--- config.mk ---
export PLATFORM = sky130hd
export DESIGN_NAME = msrh_csu_issue_unit
export DESIGN_NICKNAME = d
export VERILOG_FILES = /design/src/rtl/msrh_csu_issue_unit.sv
export SDC_FILE = /design/constraint.sdc
export NUM_CORES = 1
export LEC_CHECK = 0
export ABC_AREA = 1
export BUFFER_PORTS_ARGS = -buffer_cell sky130_fd_sc_hd__buf_4
export CAP_MARGIN = 20
export CORE_MARGIN = 5
export CORE_UTILIZATION = 60
export DETAILED_ROUTE_END_ITERATION = 16
export GPL_ROUTABILITY_DRIVEN = 0
export PLACE_DENSITY_LB_ADDON = 0.08
export SLEW_MARGIN = 30
export SYNTH_ARGS = -nofsm -noshare
export SYNTH_HDL_FRONTEND = slang
export SYNTH_SLANG_ARGS = --single-unit
--- constraint.sdc ---
create_clock -name i_clk -period 4.5 [get_ports i_clk]
set_clock_uncertainty 0.05 [all_clocks]
set_input_delay 0.225 -clock i_clk [delete_from_list [all_inputs] [get_ports i_clk]]
set_output_delay 0.225 -clock i_clk [all_outputs]
set_load 0.02 [all_outputs]
--- src/rtl/msrh_csu_issue_unit.sv ---
// msrh_csu_issue_unit: in-order, serializing issue queue for CSR/system instructions.
// Issues at most one instruction at a time, always the oldest, and holds everything else
// back until the CSU pipe reports completion of that instruction.
//
// Ports:
//   i_clk, i_reset_n   clock, asynchronous active-low reset
//   i_disp_valid       dispatch request; o_disp_ready when a slot is free
//   i_disp_issue       dispatched instruction with initial operand readiness
//   i_phy_wr           physical write bus used for operand wakeup
//   o_issue            registered issue payload to the pipe (.valid is a 1-cycle pulse)
//   o_issue_index      one-hot slot of the issued entry
//   i_done             completion from the pipe, i_done_index is its one-hot slot
//   i_flush            drops every entry and any same-cycle dispatch/done
//   o_empty, o_busy    no valid entries / an entry is waiting for its done

package msrh_pkg;
    localparam int TGT_BUS_SIZE = 2;
    localparam int RNID_W       = 6;

    typedef enum logic [1:0] {GPR = 2'd0, FPR = 2'd1} reg_t;

    typedef struct packed {
        logic              valid;
        reg_t              typ;
        logic [RNID_W-1:0] rnid;
        logic              ready;
    } reg_rd_issue_t;

    typedef struct packed {
        logic                valid;
        logic [31:0]         inst;
        reg_rd_issue_t [1:0] rd_regs;
    } issue_t;

    typedef struct packed {
        logic              valid;
        reg_t              rd_type;
        logic [RNID_W-1:0] rd_rnid;
    } phy_wr_t;
endpackage

module msrh_csu_issue_unit #(
    parameter int unsigned ENTRY_SIZE = 4
) (
    input  logic                    i_clk,
    input  logic                    i_reset_n,
    input  logic                    i_disp_valid,
    output logic                    o_disp_ready,
    input  msrh_pkg::issue_t        i_disp_issue,
    input  msrh_pkg::phy_wr_t       i_phy_wr [msrh_pkg::TGT_BUS_SIZE],
    output msrh_pkg::issue_t        o_issue,
    output logic [ENTRY_SIZE-1:0]   o_issue_index,
    input  logic                    i_done,
    input  logic [ENTRY_SIZE-1:0]   i_done_index,
    input  logic                    i_flush,
    output logic                    o_empty,
    output logic                    o_busy
);
    localparam int unsigned IDX_W = $clog2(ENTRY_SIZE);

    typedef enum logic [1:0] {StInvalid, StWait, StIssued} state_t;

    state_t                state_q [ENTRY_SIZE];
    state_t                state_d [ENTRY_SIZE];
    msrh_pkg::issue_t      entry_q [ENTRY_SIZE];
    msrh_pkg::issue_t      entry_d [ENTRY_SIZE];
    logic [IDX_W-1:0]      head_q, head_d, tail_q, tail_d;
    logic [IDX_W:0]        count_q, count_d;
    msrh_pkg::issue_t      issue_q, issue_d;
    logic [ENTRY_SIZE-1:0] issue_index_q, issue_index_d;

    logic [ENTRY_SIZE-1:0] head_oh;
    logic                  head_ready;
    logic                  busy;
    logic                  issue_fire, done_fire, disp_fire;
    msrh_pkg::issue_t      disp_entry;

    assign o_disp_ready  = (count_q != (IDX_W+1)'(ENTRY_SIZE));
    assign o_empty       = (count_q == '0);
    assign o_busy        = busy;
    assign o_issue       = issue_q;
    assign o_issue_index = issue_index_q;

    always_comb begin
        head_oh          = '0;
        head_oh[head_q]  = 1'b1;

        busy = 1'b0;
        for (int i = 0; i < ENTRY_SIZE; i++) begin
            if (state_q[i] == StIssued) busy = 1'b1;
        end

        head_ready = 1'b1;
        for (int s = 0; s < 2; s++) begin
            if (!entry_q[head_q].rd_regs[s].ready) head_ready = 1'b0;
        end

        issue_fire = (state_q[head_q] == StWait) && head_ready && !busy && !i_flush;
        done_fire  = i_done && !i_flush && (state_q[head_q] == StIssued) &&
                     (i_done_index == head_oh);
        disp_fire  = i_disp_valid && o_disp_ready && !i_flush;

        // Incoming operands are ready if already marked, unused, GPR x0, or woken this cycle.
        disp_entry = i_disp_issue;
        for (int s = 0; s < 2; s++) begin
            if (!i_disp_issue.rd_regs[s].valid ||
                (i_disp_issue.rd_regs[s].typ == msrh_pkg::GPR &&
                 i_disp_issue.rd_regs[s].rnid == '0)) begin
                disp_entry.rd_regs[s].ready = 1'b1;
            end
            for (int k = 0; k < msrh_pkg::TGT_BUS_SIZE; k++) begin
                if (i_phy_wr[k].valid &&
                    i_phy_wr[k].rd_type == i_disp_issue.rd_regs[s].typ &&
                    i_phy_wr[k].rd_rnid == i_disp_issue.rd_regs[s].rnid) begin
                    disp_entry.rd_regs[s].ready = 1'b1;
                end
            end
        end

        state_d       = state_q;
        entry_d       = entry_q;
        head_d        = head_q;
        tail_d        = tail_q;
        count_d       = count_q;
        issue_d       = '0;
        issue_index_d = '0;

        // Wakeup of waiting entries; ready bits are sticky until the slot is freed.
        for (int i = 0; i < ENTRY_SIZE; i++) begin
            if (state_q[i] == StWait) begin
                for (int s = 0; s < 2; s++) begin
                    for (int k = 0; k < msrh_pkg::TGT_BUS_SIZE; k++) begin
                        if (i_phy_wr[k].valid &&
                            i_phy_wr[k].rd_type == entry_q[i].rd_regs[s].typ &&
                            i_phy_wr[k].rd_rnid == entry_q[i].rd_regs[s].rnid) begin
                            entry_d[i].rd_regs[s].ready = 1'b1;
                        end
                    end
                end
            end
        end

        if (issue_fire) begin
            state_d[head_q] = StIssued;
            issue_d         = entry_q[head_q];
            issue_d.valid   = 1'b1;
            issue_index_d   = head_oh;
        end

        // issue_fire needs !busy while done_fire needs the head ISSUED, so they never overlap.
        if (done_fire) begin
            state_d[head_q] = StInvalid;
            head_d          = head_q + IDX_W'(1);
        end

        // A dispatch can only target the head slot when the queue is empty, so no clash with done.
        if (disp_fire) begin
            state_d[tail_q] = StWait;
            entry_d[tail_q] = disp_entry;
            tail_d          = tail_q + IDX_W'(1);
        end

        count_d = count_q + (IDX_W+1)'(disp_fire) - (IDX_W+1)'(done_fire);

        if (i_flush) begin
            for (int i = 0; i < ENTRY_SIZE; i++) state_d[i] = StInvalid;
            head_d  = '0;
            tail_d  = '0;
            count_d = '0;
        end
    end

    always_ff @(posedge i_clk or negedge i_reset_n) begin
        if (!i_reset_n) begin
            for (int i = 0; i < ENTRY_SIZE; i++) begin
                state_q[i] <= StInvalid;
                entry_q[i] <= '0;
            end
            head_q        <= '0;
            tail_q        <= '0;
            count_q       <= '0;
            issue_q       <= '0;
            issue_index_q <= '0;
        end else begin
            for (int i = 0; i < ENTRY_SIZE; i++) begin
                state_q[i] <= state_d[i];
                entry_q[i] <= entry_d[i];
            end
            head_q        <= head_d;
            tail_q        <= tail_d;
            count_q       <= count_d;
            issue_q       <= issue_d;
            issue_index_q <= issue_index_d;
        end
    end

endmodule

==> results of run 1 <==
## flip-flops by register name, summed over array words and instances (netlist names)
name / flops
head_q: 2
state_q: 8
tail_q: 2
o_issue: 53
o_issue_index: 4
entry_q: 208
count_q: 3
## worst min-delay path by stage
| stage | start | to | cells after the start |
|---|---|---|---|
| CTS | i_disp_issue[9] | entry_q[168]$_DFFE_PN0P_ | 3 |
| global route | i_disp_issue[9] | entry_q[168]$_DFFE_PN0P_ | 3 |
| floorplan | i_reset_n | count_q[0]$_DFF_PN0_ | 0 |
| global placement | i_reset_n | entry_q[160]$_DFFE_PN0P_ | 1 |
| finish | i_disp_issue[9] | entry_q[168]$_DFFE_PN0P_ | 3 |
| detailed placement | i_reset_n | entry_q[160]$_DFFE_PN0P_ | 1 |
## synthesized netlist by cell type
master	n
clkbuf_1	73
nor3_2	1
xnor2_1	7
a21oi_2	17
buf_2	19
o21ai_0	326
nand3_1	55
o211ai_1	9
nor2_1	215
inv_1	193
o22ai_1	2
or2_2	7
a21oi_1	94
nand2_1	577
nand4_1	13
o21a_1	2
nor2_2	5
ha_1	10
nand2_2	2
fa_1	1
buf_4	1
dfrtp_1	280
o21ai_1	1
nor3_1	2
nor2_8	1
xor2_1	26
buf_6	6
clkinv_1	9
inv_2	6
nand2_4	1
buf_1	5
## timing repair
action                                 4_1_cts  5_1_grt
gates resized for setup                      0        0
endpoints found under the hold margin      258        0
hold buffers                                51        0
## kinds of logic (layout without fill, tap and decap cells)
logic type | Yosys count | after routing
AOI/OAI and AO/OA | 451 | 451
xor gates and xnor gates | 33 | 33
adders and majority gates | 11 | 11
buffers and inverters | 312 | 465
DFF | 280 | 280
other | 0 | 1
and+or+nand+nor | 879 | 879
## stage by stage
step	hold slack, ns	cells
6_report	0.0298	2439
5_1_grt	0.0224	2438
4_1_cts	0.00955	2438
3_5_place_dp	0.191	2333
3_3_place_gp	0.193	2333
2_1_floorplan	-0.121	1966
## power by group
group          leakage (nW)  switching [mW]  internal, mW
Sequential             3.57           0.537          3.28
Combinational          4.68            1.27         0.804
Clock                 0.496           0.989          1.51
Total                  8.75            2.80          5.59
## critical path, stage by stage (launching register included)
cell and delay, ns:
dfrtp_4 0.70, inv_2 0.33, ha_1 0.36, nand2_1 0.08
o21ai_0 0.07, nor2_1 0.08, nand2_1 0.06, nor2_1 0.24
nand2_1 0.15, clkinv_1 0.10, ha_1 0.23, inv_1 0.05
ha_1 0.12, inv_1 0.05, fa_1 0.40, xor2_1 0.16
nor2_1 0.05
## area by class of cell
cell class	count	area, um2	share of cell area
Antenna cell	1	2.50	0.000146
Clock buffer	43	871	0.0508
Clock inverter	11	136	0.00796
Inverter	208	781	0.0456
Multi-Input combinational cell	1374	6250	0.365
Sequential cell	280	7010	0.409
Tap cell	319	399	0.0233
Timing Repair Buffer	203	1680	0.0983
## metal layers
metal | vias up | share of wire | track usage
met4 | 0 | 0.039 | 0.122
met2 | 572 | 0.47 | 0.496
met1 | 6323 | 0.41 | 0.406
met3 | 125 | 0.080 | 0.0380
li1 | 6457 | - | -
met5 | - | 0 | 0
==> metrics.md, run 1 <==
| Metric | Value |
|---|---|
| Status | `finished, final reports clean` |
| Pwr dens | `489 nW/um2` |
| Leading cell type in the layout, fill and taps excluded | `nand2_1` |
| GRT Util Overall | `0.301` |
| Die width | `165 um` |
| Routed length per instance | `16.6 um` |
| RSZ-0062 raised after global routing | `no` |
| Synthesized area | `14,500 um2` |
| Max Clock Freq | `0.292 GHz` |
| Syn Nets | `2,057` |
| Detailed-route vias per instance | `5.53` |
| Vias in the first global route | `13.0k` |
| Mux cell area share after synthesis | `0` |
| First-pass GRT wire length | `65.8 mm` |
| Die Ht | `165 um` |
| Syn Inst Count | `1,966` |
| Share of Yosys cell area claimed by the top area cell type | `0.483` |
| Worst r2r dst | `count_q[2]$_DFF_PN0_` |
| Crit path DAT | `3.80 ns` |
| Worst setup path class | `register to register` |
| Critical path peak fanout | `38` |
| GRT Residual Overflow | `0` |
| Clock Path Buffers | `3` |
| Area growth syn-to-layout | `18.2%` |
| Final Hold Viols | `0` |
| Final ANT Viol Nets | `0` |
| Synth Area in Simple Gates | `0.239` |
| Fin crit share | `0.760` |
| Hold crit path type | `primary input to register` |
| Design Power | `8.39 mW` |
| Initial core utilization | `0.614` |
| Initial antenna violation count | `0` |
| Crit. End Element | `register` |
| CORE AREA | `23,600 um2` |
| Synth warn | `0` |
| Crit path time final | `3.42 ns` |
| Leading post-synthesis cells by cell area | `dfrtp_1 (48%), nand2_1 (15%), o21ai_0 (11%), nor2_1 (5.6%), inv_1 (5.0%)` |
| Clock Latency Late Sink | `0.55 ns` |
| TritonCTS sink count | `280` |
| Peak VDD IR | `0.388 mV` |
| CTS tree | `done` |
| Clk pin slew, worst setup/hold paths | `0.06 ns` |
| Nets | `2,188` |
| IO Count | `140` |
| Mean Syn Cell Area | `7.38 um2` |
| Worst Setup EP | `count_q[2]$_DFF_PN0_` |
| Synth Area in Compound Gates | `0.162` |
| Setup TNS | `0 ns` |
| Root buf cell | `clkbuf_16` |
| H-tree levels | `1` |
| # DRC | `0` |
| Post-synth cell types | `31` |
| Pins Over Slew Limit | `0` |
| Endpoints failing setup | `0` |
| Largest net degree at the start of global routing | `109` |
| Share of layout cells above drive strength 1 | `0.114` |
| FP Rows | `56` |
| Vias | `13.5k` |
| Post-synth top area cell | `dfrtp_1` |
| Startpoint Class | `register` |
| Port Buffer Count | `138` |
| CP required | `4.88 ns` |
| Register area share after synthesis | `0.483` |
| Main combinational cell family by area after synthesis | `simple AND/OR/NAND/NOR gates` |
| DRT Wirelength | `40.5 mm` |
| Final Instance Area | `17,100 um2` |
| Yosys reg bits | `280` |
| Number of buffers created by CTS | `30` |
| Total of max-cap violations | `0` |
| Die area | `27,400 um2` |
| Leakage power | `8.75 nW` |
| Post-CTS setup buffers | `0` |
| Pre-CTS setup slack | `1.11 ns` |
| Placed Area | `15,600 um2` |
| Detailed placer's ending HPWL | `25.8 mm` |
| Commonest non-fill, non-tap cells in the layout | `nand2_1 (577), o21ai_0 (326), dfrtp_1 (278), nor2_1 (215), inv_1 (192)` |
| Least-Margin Pin Slew | `0.959 ns` |
| Flop2flop setup slack | `1.08 ns` |
| # fillers | `1,896` |
| Final worst setup slack | `1.08 ns` |
| R2r worst-path depth | `16` |
| RR Startpoint | `head_q[0]$_DFFE_PN0P_` |
| Synth Area in XOR/XNOR | `0.0199` |
| Worst Setup SP | `head_q[0]$_DFFE_PN0P_` |
| DRT iter0 DRCs | `1,240` |
| Worst slew margin relative to its limit | `0.360` |
| TritonRoute pass-1 iters | `5` |
| Final core occ | `0.726` |
| Post-synthesis adder-cell area fraction | `0.0100` |
Power figures use the tool's default switching activity.
==> run 2, diff against run 1 <==
clock period = 3.2 ns   (was 4.5 ns; I/O delays follow)
==> run 2 against run 1 <==
  * Combinational power grew 42%
  * Non-clock buffer count grew 10
  * Wire length grew 0.78%
  * Via count is essentially flat
  * Global-route usage shrank 0.088 points
  * Critical path type unchanged
  * Critical endpoint unchanged
  * Largest power group unchanged
==> metrics.md, run 2 (synthesis results as in run 1) <==
| Metric | Value |
|---|---|
| Status | `finished, final reports clean` |
| Setup TNS | `0 ns` |
| Clock Power Share | `0.288` |
| Post-CTS setup buffers | `0` |
| Vias | `13.5k` |
| Area growth syn-to-layout | `18.6%` |
| CP required | `3.61 ns` |
| Vias in the first global route | `12.9k` |
| Crit. End Element | `register` |
| Startpoint Class | `register` |
| Leading cell type in the layout, fill and taps excluded | `nand2_1` |
| Peak VDD IR | `0.491 mV` |
| Endpoints failing setup | `0` |
| Die area | `27,400 um2` |
| CTS resizes | `0` |
| Initial antenna violation count | `0` |
| RR Startpoint | `head_q[0]$_DFFE_PN0P_` |
| Number of buffers created by CTS | `29` |
| Die width | `165 um` |
| Root buf cell | `clkbuf_16` |
| IO Count | `140` |
| CTS tree | `done` |
| CORE AREA | `23,600 um2` |
| Least-Margin Pin Slew | `0.782 ns` |
| FP Rows | `56` |
| Final ANT Viol Nets | `0` |
| R2r worst-path depth | `14` |
| Detailed-route vias per instance | `5.51` |
| Hold crit path type | `primary input to asynchronous set/reset pin` |
| DRT Wirelength | `40.8 mm` |
| Final worst setup slack | `0.478 ns` |
| Max Clock Freq | `0.367 GHz` |
| Final Instance Area | `17,200 um2` |
| Fin crit share | `0.851` |
| # DRC | `0` |
| Crit path time final | `2.72 ns` |
| Pint | `7.70 mW` |
| # diodes | `0` |
| Detailed placer's ending HPWL | `26.0 mm` |
| GRT Residual Overflow | `0` |
| Die Ht | `165 um` |
| Combinational Power Share | `0.253` |
| Port Buffer Count | `138` |
| Final Hold Viols | `0` |
| Worst slew margin relative to its limit | `0.479` |
| Flop pwr share | `0.460` |
| Nets | `2,197` |
| Number of flip-flops in the largest register | `208` |
| DRT iter0 DRCs | `1,553` |
| Clk pin slew, worst setup/hold paths | `0.06 ns` |
| Critical path peak fanout | `21` |
| Routed length per instance | `16.7 um` |
| Crit path DAT | `3.13 ns` |
| Worst setup path class | `register to register` |
| Reg with most FFs | `entry_q` |
| Pre-CTS setup slack | `0.506 ns` |
| Worst r2r dst | `count_q[2]$_DFF_PN0_` |
| Largest net degree at the start of global routing | `107` |
| Initial core utilization | `0.614` |
| Leakage power | `8.79 nW` |
| GRT Util Overall | `0.300` |
| First-pass GRT wire length | `65.7 mm` |
| Switching Fraction | `0.341` |
| H-tree levels | `1` |
| Design Power | `11.7 mW` |
| # fillers | `1,881` |
| # hold bufs at CTS | `52` |
| TritonCTS sink count | `280` |
| TritonRoute pass-1 iters | `5` |
| Clock Latency Late Sink | `0.55 ns` |
| Placed Area | `15,700 um2` |
| Flop2flop setup slack | `0.48 ns` |
| Commonest non-fill, non-tap cells in the layout | `nand2_1 (577), o21ai_0 (326), dfrtp_1 (278), nor2_1 (215), inv_1 (192)` |
| Clock Path Buffers | `3` |
| RSZ-0062 raised after global routing | `no` |
| Switching power | `3.98 mW` |
| Share of layout cells above drive strength 1 | `0.120` |
| Pins Over Slew Limit | `0` |
| Final core occ | `0.729` |
| Total of max-cap violations | `0` |
| Pwr dens | `678 nW/um2` |
[run 2: worst max path at each step]
stage | from | to | cells after the start
6_report | head_q[0]$_DFFE_PN0P_ | count_q[2]$_DFF_PN0_ | 14
5_1_grt | head_q[0]$_DFFE_PN0P_ | count_q[2]$_DFF_PN0_ | 14
4_1_cts | head_q[0]$_DFFE_PN0P_ | count_q[2]$_DFF_PN0_ | 14
3_5_place_dp | head_q[0]$_DFFE_PN0P_ | count_q[2]$_DFF_PN0_ | 14
3_3_place_gp | head_q[0]$_DFFE_PN0P_ | count_q[2]$_DFF_PN0_ | 14
2_1_floorplan | head_q[1]$_DFFE_PN0P_ | count_q[2]$_DFF_PN0_ | 18
[run 2: through the flow]
stage | cells | hold slack, ns
after floorplan | 1966 | -0.186
after detailed placement | 2342 | -0.000463
after CTS | 2446 | 0.0206
after global placement | 2342 | 0.00245
after global routing | 2446 | 0.0488
final | 2446 | 0.0310
[run 2: critical path: stages, from the launching register on]
cell and delay (ns):
dfrtp_4 0.51, inv_2 0.10, buf_4 0.25, nor2_1 0.07, o21ai_1 0.20, nor2_1 0.09
nand2_1 0.11, clkinv_1 0.12, ha_1 0.30, inv_1 0.05, ha_1 0.12, inv_1 0.05
fa_1 0.39, xor2_1 0.16, nor2_1 0.09
[run 2: area by class of cell]
class	count	area [um2]	area share
clock inverter	13	105	0.00611
inverter	208	781	0.0454
timing repair buffer	213	1800	0.105
tap	319	399	0.0232
clock buffer	39	853	0.0496
multi-input combinational	1374	6250	0.363
sequential	280	7010	0.408
[run 2: power by group through the flow]
| stage | Clock, mW | Sequential (mW) | Combinational (mW) |
|---|---|---|---|
| 6_report | 3.36 | 5.36 | 2.95 |
| 5_1_grt | 3.57 | 5.50 | 3.40 |
| 4_1_cts | 3.40 | 5.35 | 2.93 |
| 3_5_place_dp | 0 | 5.39 | 2.86 |
| 3_3_place_gp | 0 | 5.35 | 2.75 |
| 2_1_floorplan | 0 | 5.24 | 2.07 |
[run 2: metal layers]
layer / vias to the layer above / track usage / wire [um]
met3: 99 / 0.0367 / 3470
met4: 0 / 0.106 / 1300
met5: - / 0 / 0
met1: 6292 / 0.418 / 16900
li1: 6475 / - / -
met2: 622 / 0.490 / 19200
==> run 3, diff against run 2 <==
BUFFER_PORTS_ARGS = -buffer_cell sky130_fd_sc_hd__buf_2   (was -buffer_cell sky130_fd_sc_hd__buf_4)
==> run 3 against run 2 <==
  * Die area is the same
  * Count of clock-buffer cells in the layout shrank 3
  * Maximum frequency shrank 0.97%
  * Highest routed layer unchanged
  * Final area shrank 1.6%
  * Flip-flop and latch count is the same
  * Critical path depth is the same
  * Power grew 0.94%
  * Largest cell class unchanged
  * Wire length shrank 0.65%
  * Global-route usage grew 0.22 points
==> metrics.md, run 3 (synthesis results as in run 1) <==
| Metric | Value |
|---|---|
| Status | `finished, final reports clean` |
| Vias in the first global route | `13.0k` |
| Pwr dens | `696 nW/um2` |
| DRT iter0 DRCs | `1,288` |
| Clock Path Buffers | `3` |
| Reg with most FFs | `entry_q` |
| Final Instance Area | `16,900 um2` |
| Final ANT Viol Nets | `0` |
| Fin crit share | `0.859` |
| Root buf cell | `clkbuf_16` |
| Number of buffers created by CTS | `29` |
| IO Count | `140` |
| Initial antenna violation count | `0` |
| Least-Margin Pin Slew | `0.757 ns` |
| Total of max-cap violations | `0` |
| Max Clock Freq | `0.364 GHz` |
| Initial core utilization | `0.614` |
| Routed length per instance | `16.5 um` |
| TritonRoute pass-1 iters | `6` |
| Detailed-route vias per instance | `5.46` |
| Critical path peak fanout | `14` |
| Placed Area | `15,400 um2` |
| H-tree levels | `1` |
| Hold crit path type | `primary input to register` |
| RR Startpoint | `head_q[1]$_DFFE_PN0P_` |
| Worst r2r dst | `count_q[2]$_DFF_PN0_` |
| Final Non-Filler Cells | `2,450` |
| Crit path DAT | `3.16 ns` |
| Area growth syn-to-layout | `16.8%` |
| Setup TNS | `0 ns` |
| FP Rows | `56` |
| Share of layout cells above drive strength 1 | `0.121` |
| # diodes | `0` |
| Crit. End Element | `register` |
| Nets | `2,199` |
| Crit path time final | `2.75 ns` |
| CP required | `3.61 ns` |
| Flop2flop setup slack | `0.45 ns` |
| Leakage power | `8.76 nW` |
| Worst setup path class | `register to register` |
| Die area | `27,400 um2` |
| Endpoints failing setup | `0` |
| Worst slew margin relative to its limit | `0.495` |
| Clk pin slew, worst setup/hold paths | `0.06 ns` |
| CP max-delay cell | `fa_1` |
| Peak VDD IR | `0.515 mV` |
| First-pass GRT wire length | `66.0 mm` |
| Final Hold Viols | `0` |
| Largest net degree at the start of global routing | `95` |
| Clock Latency Late Sink | `0.58 ns` |
| CORE AREA | `23,600 um2` |
| R2r worst-path depth | `14` |
| Vias | `13.4k` |
| Cells after DPL | `2,343` |
| Startpoint Class | `register` |
| Number of flip-flops in the largest register | `208` |
| RSZ-0062 raised after global routing | `no` |
| Port Buffer Count | `138` |
| DRT Wirelength | `40.5 mm` |
| Detailed placer's ending HPWL | `26.2 mm` |
| Hold Slack | `0.0887 ns` |
| Pins Over Slew Limit | `0` |
| CTS tree | `done` |
| Critical Path Max Stage Delay | `0.40 ns` |
| Commonest non-fill, non-tap cells in the layout | `nand2_1 (577), o21ai_0 (326), dfrtp_1 (278), nor2_1 (215), inv_1 (192)` |
| # DRC | `0` |
| Worst Setup SP | `head_q[1]$_DFFE_PN0P_` |
| Post-CTS setup buffers | `0` |
| Worst path cell trace | `buf_4 > ha_1 > inv_1 > o21ai_0 > nor3_2 > nand2_1 > clkinv_1 > ha_1 > inv_1 > ha_1 > inv_1 > fa_1 > xor2_1 > nor2_1` |
| TritonCTS sink count | `280` |
| Worst Setup EP | `count_q[2]$_DFF_PN0_` |
| Die width | `165 um` |
| GRT Util Overall | `0.302` |
| GRT Residual Overflow | `0` |
| Leading cell type in the layout, fill and taps excluded | `nand2_1` |
| Die Ht | `165 um` |
## run 3: final cells by class
class / count / area [um2]
Clock buffer: 36 / 802
Clock inverter: 18 / 201
Fill cell: 1950 / 6670
Inverter: 208 / 781
Multi-Input combinational cell: 1374 / 6250
Sequential cell: 280 / 7010
Tap cell: 319 / 399
Timing Repair Buffer: 215 / 1490
## run 3: how the worst min path moves through the flow
stage / start / slack [ns] / cells after the start / to
floorplan: i_reset_n / -0.19 / 0 / count_q[0]$_DFF_PN0_
global placement: i_reset_n / 0.16 / 1 / entry_q[163]$_DFFE_PN0P_
detailed placement: i_reset_n / 0.16 / 1 / o_issue[4]$_DFF_PN0_
CTS: i_done_index[3] / 0.07 / 7 / head_q[1]$_DFFE_PN0P_
global route: i_disp_issue[10] / 0.11 / 6 / entry_q[10]$_DFF_PN0_
finish: i_disp_issue[10] / 0.09 / 6 / entry_q[116]$_DFF_PN0_
## run 3: report_power, final
group          total (mW)  internal, mW  switching (mW)
clock                3.53          2.04            1.49
sequential           5.37          4.61           0.761
combinational        2.89          1.09            1.80
## run 3: worst max-delay path, delay by kind of cell, from the launching register on
family / cells / cell delay [ns]
adders and majority gates: 4 / 1.06
buffers and inverters: 5 / 0.53
DFF: 1 / 0.38
and+or+nand+nor: 3 / 0.23
AOI/OAI and AO/OA: 1 / 0.22
xor gates and xnor gates: 1 / 0.15
## run 3: stage by stage
| step | utilization | total power [mW] | worst slack [ns] |
|---|---|---|---|
| floorplan | - | 7.31 | 0.00634 |
| global route | 0.717 | 12.6 | 0.241 |
| detailed placement | 0.652 | 8.20 | 0.461 |
| global placement | 0.652 | 8.06 | 0.516 |
| CTS | 0.717 | 11.8 | 0.449 |
| finish | 0.717 | 11.8 | 0.452 |
## run 3: timing repair
action                                 CTS  global route
setup endpoints to repair                0             0
hold buffers                            53             0
resized for setup                        0             0
endpoints found under the hold margin  291             0
## run 3: routing by layer
layer,wire length (um),global-route usage
met5,0,0
met1,17100,0.417
met2,19200,0.498
met4,1510,0.112
met3,2770,0.0330
